`src/rtl/stream_pkg.sv`:
```
// Shared helpers for the valid/ready streaming blocks.
package stream_pkg;

    // Width of a counter that must hold 0..ratio inclusive.
    function automatic int cnt_w(input int ratio);
        return $clog2(ratio + 1);
    endfunction

    // Legal width pair: in_w is a whole multiple of out_w, at least two lanes.
    function automatic bit ratio_ok(input int in_w, input int out_w);
        return (out_w > 0) && (in_w % out_w == 0) && (in_w / out_w >= 2);
    endfunction

    // Handshake pair shared by the stream blocks.
    typedef struct packed {
        logic valid;
        logic ready;
    } hs_t;

endpackage

```
`src/rtl/stream_downsizer.sv`:
```
// Serialises each wide input word into RATIO narrow beats, with optional
// packet framing (last flag plus valid lane count on the final word).
module stream_downsizer
    import stream_pkg::*;
#(
    parameter int IN_W      = 32,
    parameter int OUT_W     = 8,
    parameter int MSB_FIRST = 0,
    localparam int RATIO    = IN_W / OUT_W,
    localparam int CNT_W    = cnt_w(IN_W / OUT_W)
) (
    input  logic             clk,
    input  logic             rst,
    input  logic             s_valid_i,
    output logic             s_ready_o,
    input  logic [IN_W-1:0]  s_data_i,
    input  logic             s_last_i,
    input  logic [CNT_W-1:0] s_cnt_i,
    output logic             m_valid_o,
    input  logic             m_ready_i,
    output logic [OUT_W-1:0] m_data_o,
    output logic             m_last_o
);

    generate
        if (!ratio_ok(IN_W, OUT_W)) begin : g_bad_ratio
            $error("stream_downsizer: IN_W must be a multiple of OUT_W with at least two lanes");
        end
    endgenerate

    localparam logic [CNT_W-1:0] RATIO_C = CNT_W'(RATIO);
    localparam logic [CNT_W-1:0] ONE_C   = CNT_W'(1);

    logic [IN_W-1:0]  buf_q;
    logic [CNT_W-1:0] idx_q;
    logic [CNT_W-1:0] cnt_q;
    logic             last_q;
    logic             full_q;

    logic             fin;
    logic             s_fire;
    logic             m_fire;
    logic [CNT_W-1:0] lane;
    logic [CNT_W-1:0] cnt_in;

    // Final beat of the held word; frees the buffer for a same-cycle refill.
    assign fin       = full_q && (idx_q == cnt_q - ONE_C);
    assign s_ready_o = !full_q || (fin && m_ready_i);
    assign m_valid_o = full_q;
    assign m_last_o  = fin && last_q;
    assign s_fire    = s_valid_i && s_ready_o;
    assign m_fire    = full_q && m_ready_i;

    // Lane order is a build-time choice; only the index mapping changes.
    assign lane     = (MSB_FIRST != 0) ? (RATIO_C - ONE_C - idx_q) : idx_q;
    assign m_data_o = buf_q[int'(lane)*OUT_W +: OUT_W];

    // Non-last words always carry all lanes; out-of-range counts mean "full".
    assign cnt_in = (!s_last_i || s_cnt_i == '0 || s_cnt_i > RATIO_C) ? RATIO_C : s_cnt_i;

    // Capture takes priority over draining, so a refill on the final beat
    // starts the new word at lane 0 with no idle cycle.
    always_ff @(posedge clk) begin
        if (rst) begin
            buf_q  <= '0;
            idx_q  <= '0;
            cnt_q  <= RATIO_C;
            last_q <= 1'b0;
            full_q <= 1'b0;
        end else if (s_fire) begin
            buf_q  <= s_data_i;
            idx_q  <= '0;
            cnt_q  <= cnt_in;
            last_q <= s_last_i;
            full_q <= 1'b1;
        end else if (m_fire) begin
            if (fin) begin
                full_q <= 1'b0;
                idx_q  <= '0;
            end else begin
                idx_q  <= idx_q + ONE_C;
            end
        end
    end

endmodule

```
`config.mk`:
```
export PLATFORM = sky130hd
export DESIGN_NAME = stream_downsizer
export DESIGN_NICKNAME = d
export VERILOG_FILES = /design/src/rtl/stream_pkg.sv /design/src/rtl/stream_downsizer.sv
export SDC_FILE = /design/constraint.sdc
export NUM_CORES = 1
export LEC_CHECK = 0
export CAP_MARGIN = 20
export CORE_ASPECT_RATIO = 0.8
export CORE_MARGIN = 10
export CORE_UTILIZATION = 36
export DETAILED_ROUTE_END_ITERATION = 8
export GPL_ROUTABILITY_DRIVEN = 0
export GPL_TIMING_DRIVEN = 0
export PLACE_DENSITY = 0.61
export SYNTH_ARGS = -nofsm -noshare
export SYNTH_HDL_FRONTEND = slang
export SYNTH_SLANG_ARGS = --single-unit
```
`constraint.sdc`:
```
create_clock -name clk -period 2.75 [get_ports clk]
set_clock_uncertainty 0.2 [all_clocks]
set_input_delay 0.275 -clock clk [delete_from_list [all_inputs] [get_ports clk]]
set_output_delay 0.275 -clock clk [all_outputs]
set_load 0.02 [all_outputs]
```
==> out/results.ini <==
[outcome]
status=completed

[clocking]
cts_hold_buf=0
cts_tree=yes
clock_path_buffers=2
clock-sinks=40
numCtsBuffers=5
htreeDepth=2
clk_latency_ns=0.28
cts_setup_buffers=0
path_clk_slew_ns=0.07
cts_root_buffer=clkbuf_8

[sta]
worst_slack_ns=0.1005
finalCritPeriodShare_pct=96.35
finalCriticalPeriod_ns=2.649
setup_viol=0
hold_violations=0
maxSlewViolCount=0
max_freq_mhz=377.4
slew_headroom_pct=63.58
tightest_slew_ns=0.5463
rsz0062_at_grt=false

[synth]
synth_top_family_by_area=simple AND/OR/NAND/NOR gates
synth_simple_gate_area_share_pct=25.58
yosysUniqueCellTypes=29
syn_nets=255
ys_ff_latch=40
synth_compound_area_share_pct=3.953
syn-instance-count=213
synthMuxAreaShare_pct=24.39
yosysWarnings=0
syn_area_um2=2216
synth_xor_area_share_pct=4.065
ys_seq_area_share_pct=36.14
syn_avg_cell_area_um2=10.40
synth_fa_ha_area_share_pct=1.129

[power_and_ir_drop]
pwr-share-seq_pct=50.5
p_per_area_nw_per_um2=432.9
p_sw_share_pct=25.58
clock_power_share_pct=29.1
finalPower_w=0.001260
peakVddDrop_mv=0.2101
comb_power_share_pct=20.5
internal_power_w=0.0009380
power.switching_w=0.0003225
p_leak_nw=1.105

[routing]
vias_per_cell=4.594
vias=1608
drc=0
final_antenna_net_count=0
dr.pass1.iters=4
first_iter_violations=38
routed_wl_um=5575
wire_per_inst_um=15.93

[die]
io_pins=51
die_y_um=90.17
core-area_um2=5943
rows=25
die_area_um2=9713
die_x_um=107.7
start_util_pct=37.28

[worst_setup_path]
startpoint_type=flip-flop
r2r_slack_ns=0.64
cp.required_ns=2.28
cp.arrival_ns=2.17
path_max_fanout=4
setup.worst_path.end_class=output pin
reg2reg_from=cnt_q[0]
reg2reg_depth=7
worstSetupPathType=reg2out
worstReg2RegEnd=buf_q[0]

[place]
place_hpwl_um=4211
placed_cell_area_um2=2808
dp_slack_ns=-0.03571
io_buffers=49

[cells_and_area]
fin_nets=311
syn2layout_area_growth_pct=31.39
antenna_cells=0
fillers=600
drive_above_1_share_pct=9.294
final_util_pct=48.99
fin_area_um2=2912

[run]
maxCapViolations=0

[hold_path]
hold_path_end=buf_q[17]
hold_path_startpoint=buf_q[17]
min_path_type=reg2reg
whs_path_depth=2

[global_route]
grt-ovfl-total=0
grt_max_degree=12
antenna_found_initial=0
track_usage_pct=11.61
grt_pass1_vias=1762
grt_pass1_wl_um=8997

worst max-delay path, stage by stage, from the launching register on:
cell and delay, ns:
dfxtp_1 0.41, inv_1 0.06, ha_1 0.35, xor2_2 0.22, a41o_1 0.23, clkdlybuf4s50_1 0.61
what timing repair did:
action	4_1_cts	5_1_grt
pin swaps	1	0
gates resized for setup	5	1
setup endpoints to repair	5	1
hold endpoints to repair	0	0
Yosys cell counts:
library cell	count	area, um2
nand2b_1	68	425.4
dfxtp_1	40	800.8
mux2i_1	36	360.4
nor2b_1	10	62.56
clkbuf_1	8	30.03
mux4_2	8	180.2
buf_6	4	45.04
inv_1	4	15.01
a41o_1	3	30.03
buf_2	3	15.01
nand2_1	3	11.26
xor2_1	3	26.28
and2_1	2	12.51
ha_1	2	25.02
nand3_1	2	10.01
nand3b_1	2	15.01
nor2_1	2	7.510
xnor2_1	2	17.52
a2111oi_2	1	15.01
a211oi_1	1	7.510
a211oi_2	1	12.51
a21oi_1	1	5.000
a41oi_1	1	8.760
and3b_1	1	8.760
nor3b_1	1	7.510
nor4_1	1	6.260
o41ai_1	1	8.760
xnor3_1	1	22.52
xor3_1	1	23.77
cell families after synthesis:
logic type / Yosys count
adders and majority gates: 2
xor gates and xnor gates: 7
muxes: 44
AOI/OAI and AO/OA: 9
and+or+nand+nor: 92
buffers and inverters: 19
DFF: 40
power by group through the flow:
| stage | logic (W) | clock network [W] | registers, W |
|---|---|---|---|
| finish | 0.000258 | 0.000366 | 0.000636 |
| global route | 0.000280 | 0.000408 | 0.000640 |
| CTS | 0.000261 | 0.000379 | 0.000636 |
| detailed placement | 0.000257 | 0 | 0.000649 |
| global placement | 0.000255 | 0 | 0.000649 |
| floorplan | 0.000150 | 0 | 0.000641 |
area by class of cell:
| type | count | area [um2] | share of cell area [%] |
|---|---|---|---|
| plain buffers | 15 | 95.09 | 3.266 |
| clock buffers | 6 | 72.57 | 2.492 |
| clock inverters | 1 | 5.005 | 0.1719 |
| inverters | 4 | 15.01 | 0.5157 |
| multi-input cells | 154 | 1333 | 45.77 |
| flip-flops and latches | 40 | 800.8 | 27.50 |
| well taps | 81 | 101.3 | 3.481 |
| repair buffers | 49 | 489.2 | 16.80 |
per-layer routing:
metal / routed length, um / share of wire [%] / GRT usage (%) / up-vias
met5: 0 / 0 / 0 / -
met4: 61 / 1.1 / 3.667 / 0
met3: 237 / 4.3 / 2.853 / 4
met2: 2512 / 45 / 18.23 / 31
met1: 2764 / 50 / 15.14 / 739
li1: - / - / - / 834
how the worst max path moves through the flow:
stage,endpoint,cells past startpoint,start
global placement,m_last_o,6,cnt_q[0]
global route,s_ready_o,5,cnt_q[0]
CTS,s_ready_o,5,cnt_q[0]
detailed placement,m_last_o,6,cnt_q[0]
floorplan,m_last_o,5,cnt_q[0]
finish,s_ready_o,5,cnt_q[0]
registers in the layout (all words and copies together), names as in the netlist:
register,cells
buf_q,32
cnt_q,3
idx_q,3
last_q,1
m_valid_o,1
per-stage QoR:
step	setup TNS (ns)	cells	hold WS [ns]
after floorplan	0	213	0.1707
after global placement	-0.04926	343	0.2557
after detailed placement	-0.03571	343	0.2617
after CTS	0	350	0.2762
after global routing	0	350	0.3030
final	0	350	0.2757
cells in the final DEF, fill, tap and decap left out, types with 3 or more instances in the layout:
cell type / count
clkbuf_8: 5
dfxtp_1: 40
mux4_2: 8
nor2b_1: 10
nand2b_1: 68
nand2_1: 3
clkbuf_1: 9
a41o_1: 3
clkdlybuf4s50_1: 48
mux2i_1: 36
buf_6: 4
inv_1: 4
No activity file was read; power rests on OpenSTA's default activity.
